[config.mk]
export PLATFORM = sky130hd
export DESIGN_NAME = pc_fetch_gen
export DESIGN_NICKNAME = d
export VERILOG_FILES = /design/src/rtl/pc_fetch_gen.sv
export SDC_FILE = /design/constraint.sdc
export NUM_CORES = 1
export LEC_CHECK = 0
export BUFFER_PORTS_ARGS = -buffer_cell sky130_fd_sc_hd__buf_2
export CAP_MARGIN = 20
export CORE_ASPECT_RATIO = 0.7
export CORE_MARGIN = 5
export CORE_UTILIZATION = 50
export CTS_CLUSTER_DIAMETER = 60
export CTS_CLUSTER_SIZE = 25
export DETAILED_ROUTE_END_ITERATION = 10
export GPL_ROUTABILITY_DRIVEN = 0
export PLACE_DENSITY_LB_ADDON = 0.08
export SYNTH_ARGS = -nofsm -noshare
export SYNTH_HDL_FRONTEND = slang
export SYNTH_SLANG_ARGS = --single-unit
export TNS_END_PERCENT = 20
[constraint.sdc]
create_clock -name clk -period 6.4 [get_ports clk]
set_clock_uncertainty 0.15 [all_clocks]
set_input_delay 1.28 -clock clk [delete_from_list [all_inputs] [get_ports clk]]
set_output_delay 1.28 -clock clk [all_outputs]
set_load 0.01 [all_outputs]
[src/rtl/pc_fetch_gen.sv]
// Fetch PC generator for the GeMIPS IF stage: issues fetch requests over valid/ready,
// applies exception/branch redirects by priority, and tags each request with an epoch bit.
module pc_fetch_gen #(
  parameter int          ADDR_W       = 32,
  parameter logic [31:0] RESET_VECTOR = 32'h8000_0000,
  parameter int          INC          = 4,
  parameter int          ALIGN_BITS   = 2
) (
  input  logic              clk,
  input  logic              rst,
  input  logic              stall_i,
  input  logic              branch_flag_i,
  input  logic [ADDR_W-1:0] branch_addr_i,
  input  logic              exc_flag_i,
  input  logic [ADDR_W-1:0] exc_addr_i,
  output logic              req_valid_o,
  output logic [ADDR_W-1:0] req_addr_o,
  input  logic              req_ready_i,
  output logic              req_epoch_o,
  output logic [ADDR_W-1:0] pc_plus_inc_o,
  output logic              addr_err_o,
  output logic [ADDR_W-1:0] bad_addr_o
);

  localparam logic [ADDR_W-1:0] RESET_PC   = ADDR_W'(RESET_VECTOR);
  localparam logic [ADDR_W-1:0] INC_V      = ADDR_W'(INC);
  localparam logic [ADDR_W-1:0] ALIGN_MASK = ADDR_W'((64'd1 << ALIGN_BITS) - 64'd1);

  logic [ADDR_W-1:0] pc_q, pc_d;
  logic              valid_q, valid_d;
  logic              epoch_q, epoch_d;
  logic              pend_v_q, pend_v_d;
  logic [ADDR_W-1:0] pend_addr_q, pend_addr_d;
  logic              addr_err_q, addr_err_d;
  logic [ADDR_W-1:0] bad_addr_q, bad_addr_d;

  logic fire;
  logic exc_mis, br_mis;
  logic exc_ok, br_ok;
  logic exc_err, br_err;

  assign req_valid_o   = valid_q & ~stall_i;
  assign req_addr_o    = pc_q;
  assign req_epoch_o   = epoch_q;
  assign pc_plus_inc_o = pc_q + INC_V;
  assign addr_err_o    = addr_err_q;
  assign bad_addr_o    = bad_addr_q;

  assign fire    = req_valid_o & req_ready_i;
  assign exc_mis = |(exc_addr_i & ALIGN_MASK);
  assign br_mis  = |(branch_addr_i & ALIGN_MASK);
  assign exc_ok  = exc_flag_i & ~exc_mis;
  assign br_ok   = branch_flag_i & ~br_mis;
  // A rejected exception masks the branch error so only one target is reported.
  assign exc_err = exc_flag_i & exc_mis;
  assign br_err  = branch_flag_i & br_mis & ~exc_flag_i;

  always_comb begin
    // NOTE: every signal gets a default first so no path through the block infers a latch.
    pc_d        = pc_q;
    valid_d     = valid_q;
    epoch_d     = epoch_q;
    pend_v_d    = pend_v_q;
    pend_addr_d = pend_addr_q;
    addr_err_d  = 1'b0;
    bad_addr_d  = bad_addr_q;

    if (exc_err) begin
      addr_err_d = 1'b1;
      bad_addr_d = exc_addr_i;
    end else if (br_err) begin
      addr_err_d = 1'b1;
      bad_addr_d = branch_addr_i;
    end

    if (exc_ok) begin
      pc_d     = exc_addr_i;
      epoch_d  = ~epoch_q;
      pend_v_d = 1'b0;
      valid_d  = 1'b1;
    end else if (stall_i) begin
      if (br_ok) begin
        pend_v_d    = 1'b1;
        pend_addr_d = branch_addr_i;
      end
    end else begin
      valid_d = 1'b1;
      if (br_ok) begin
        pc_d     = branch_addr_i;
        epoch_d  = ~epoch_q;
        pend_v_d = 1'b0;
      end else if (pend_v_q) begin
        pc_d     = pend_addr_q;
        epoch_d  = ~epoch_q;
        pend_v_d = 1'b0;
      end else if (fire) begin
        pc_d = pc_q + INC_V;
      end
    end
  end

  // NOTE: state flops use non-blocking assignments so every flop samples pre-edge values.
  always_ff @(posedge clk) begin
    if (rst) begin
      pc_q       <= RESET_PC;
      valid_q    <= 1'b0;
      epoch_q    <= 1'b0;
      pend_v_q   <= 1'b0;
      addr_err_q <= 1'b0;
      bad_addr_q <= '0;
    end else begin
      pc_q       <= pc_d;
      valid_q    <= valid_d;
      epoch_q    <= epoch_d;
      pend_v_q   <= pend_v_d;
      addr_err_q <= addr_err_d;
      bad_addr_q <= bad_addr_d;
    end
  end

  // NOTE: the pending target is payload qualified by pend_v_q, so it needs no reset.
  always_ff @(posedge clk) begin
    pend_addr_q <= pend_addr_d;
  end

endmodule

==> metrics.md <==
| Metric | Value |
|---|---|
| Power after layout | 0.00160 W |
| Clock Pin Slew Worst Setup and Hold Paths | 0.07 ns |
| Internal reg-to-reg setup slack | 3.37 ns |
| Max stage delay on crit path | 0.63 ns |
| Routed WL | 18,900 um |
| Unrepaired setup endpoints after global routing | false |
| Max Clk Rate | 0.232 GHz |
| Antenna diodes | 0 |
| Core ar. | 10,400 sq um |
| Slew Viols, Final | 0 |
| Largest net degree at the start of global routing | 66 |
| Area grow syn2layout | 22.8% |
| MaxCap Viol Count | 0 |
| Layout cells sized above 1 | 0.296 |
| Setup-failing EPs final | 0 |
| PD cells | 242 nW/um^2 |
| Post-synth ARST share | 0 |
| Gr usage total | 0.283 |
| Synth Area in Simple Gates | 0.210 |
| EDFF count, synth | 32 |
| Hold Fails Final Rpt | 0 |
| Sequential-to-total area share from yosys stat | 0.432 |
| Yosys reg bits | 100 |
| Worst EP arrival | 2.88 ns |
| Initial antenna violation count | 0 |
| Leading area contributor after synthesis | dfxtp_1 |
| Util after Layout | 0.633 |
| Min Tclk post-route | 4.31 ns |
| Root Buffer | clkbuf_16 |
| Post-Syn Instances | 582 |
| Die extent in x | 134 um |
| Largest cells by area after synthesis | dfxtp_1, edfxtp_1, mux2i_1, a211oi_1, nor2_1 |
| Cell Chain, Critical Path | ha_1, nand3_1, or3_1, or3_4, xnor2_2, buf_2 |
| Latest clock arrival within the worst-skew pair | 0.35 ns |
| DR vias/cell | 6.32 |
| Synth Area in XOR/XNOR | 0.0421 |
| Synth Area in Compound Gates | 0.204 |
| Crit share post-route | 0.673 |
| Adder-cell share of the synthesized area | 0.00233 |
| Max IR drop VDD | 148 uV |
| Initial DRC count | 656 |
| H-tree levels | 3 |
| Share of the synthesized area in the top cell type | 0.253 |
| CTS Buf Count | 9 |
| Synth Area per Inst | 9.24 sq um |
| Fin area | 6610 sq um |
| Setup TNS | 0 ns |
| Initial core utilization | 0.516 |
| Yosys warning count | 0 |
| Area after DPL | 6280 sq um |
| Die Height | 96.8 um |
| Buf/Inv on CP | 1 |
| ANT nets after route | 0 |
| Critical path type | flop to output port |
| Post-CTS Setup Bufs | 0 |
| Hold Crit Class | flop to flop |
| DRC viols | 0 |
| Largest family of logic cells by synthesized area | simple AND/OR/NAND/NOR gates |
| Critical-path maximum fanout | 9 |
| Die area | 13,000 sq um |
| Hold_buf cts | 0 |
| Synth Flop Type | dfxtp_1 |
| Leak | 2.74 nW |
| Max stage delay cell, worst path | or3_1 |
| Worst-case clock buffer depth | 2 |
| Crit end category | output port |
| Wire per inst | 21.9 um |
| Detailed placement HPWL | 13,300 um |
| Mux contribution to synthesized area | 0.0670 |
| Vias in the first global route | 5,308 |
| # clock sinks | 100 |
| Most common cell in the synthesized netlist | dfxtp_1 |
| Unique masters post-synth | 71 |
| Port Buf Inserts | 168 |
| First-pass GRT wire length | 29,400 um |
| Fill count | 912 |
| Mapped Nets | 653 |
| CP Launch Type | flop |
| Core Rows | 31 |
| Top delay family on crit path | simple AND/OR/NAND/NOR gates |
| Most frequent cells after synthesis | dfxtp_1, nor2_1, nand2_1 |
| Top-Level Pins | 169 |
| CTS tree | yes |
| Worst Path Required | 4.97 ns |
| Slew headroom | 0.264 |
| Status | finished, final reports clean |
| Via count | 5,452 |
| Total gr overflow | 0 |
| Cell Area, Synth | 5380 sq um |
| Post-cts gate resize count | 0 |
| Pre-antenna DRT Iters | 8 |
| Slew @ Worst Pin | 1.10 ns |
| Layout net count | 796 |
-- area by class of cell --
cell class | count | area (sq um) | area share
clock inverter | 6 | 70.1 | 0.0106
sequential | 100 | 2320 | 0.352
timing repair buffer | 176 | 901 | 0.136
multi-input combinational | 427 | 2860 | 0.432
inverter | 11 | 41.3 | 0.00625
tap | 132 | 165 | 0.0250
clock buffer | 10 | 250 | 0.0379
-- worst reg2reg max path: cells and delay by family, from the launching register on --
| kind | cells | cell delay, ns |
|---|---|---|
| buf+inv | 1 | 0.68 |
| compound gates | 2 | 0.31 |
| simple gates | 2 | 0.81 |
| flops | 1 | 0.95 |
-- cells in the final DEF (no fill, tap or decap), types with 3 or more instances in the layout --
cell	instances
a211oi_1	38
a21o_1	4
a21oi_1	15
a221oi_1	4
a22oi_1	8
a311oi_1	5
a31oi_1	9
and3_1	10
and4_1	4
buf_2	168
buf_4	8
clkbuf_16	10
clkinvlp_4	3
dfxtp_1	68
edfxtp_1	32
inv_1	11
mux2i_1	36
nand2_1	42
nand2b_1	3
nand3_1	27
nand4_1	8
nor2_1	64
nor3_1	11
nor4_1	9
nor4_2	3
o2111ai_1	3
o211ai_1	10
o21a_1	3
o21ai_0	17
o22ai_1	4
o31ai_1	3
o32ai_1	5
or2_1	4
or2_2	3
or3_1	10
or4_4	3
xnor2_1	11
xor2_1	13
-- where the power goes --
group	switching, W	total (W)	internal (W)
combinational	0.000163	0.000271	0.000108
clock	0.000262	0.000592	0.000329
sequential	0.0000402	0.000732	0.000692
total	0.000465	0.00160	0.00113
-- cells by family after synthesis --
group	count (synthesis)
AOI/OAI and AO/OA	150
xor gates and xnor gates	25
adders and majority gates	1
buffers and inverters	55
DFF	100
muxes	36
and+or+nand+nor	215
-- stage by stage --
stage,cells,hold slack [ns],setup slack (ns)
after floorplan,582,0.319,2.94
after global placement,846,0.343,2.59
after detailed placement,846,0.355,2.53
after CTS,862,0.367,2.19
after global routing,862,0.393,2.01
final,862,0.370,2.09
-- sequential cells by signal (all words and copies together) (netlist names) --
name	cells
pend_v_q	1
bad_addr_o	32
req_addr_o	32
valid_q	1
addr_err_o	1
pend_addr_q	32
req_epoch_o	1
-- worst paths after layout --
path,start,end,cells after the start
worst max register to register,pend_v_q$_SDFFE_PP0P_,req_addr_o[24]$_SDFFE_PP0P_,5
worst min register to register,req_epoch_o$_SDFFE_PP0P_,req_epoch_o$_SDFFE_PP0P_,2
worst min-delay path,req_epoch_o$_SDFFE_PP0P_,req_epoch_o$_SDFFE_PP0P_,2
worst max-delay path,req_addr_o[2]$_SDFFE_PP0P_,pc_plus_inc_o[24],6
-- per-layer routing --
metal / GRT usage / up-vias / wire length, um
met2: 0.402 / 379 / 7790
li1: - / 2484 / -
met3: 0.0996 / 37 / 2220
met5: 0 / - / 0
met4: 0.0577 / 0 / 323
met1: 0.415 / 2552 / 8580
No activity file was read; power rests on OpenSTA's default activity.
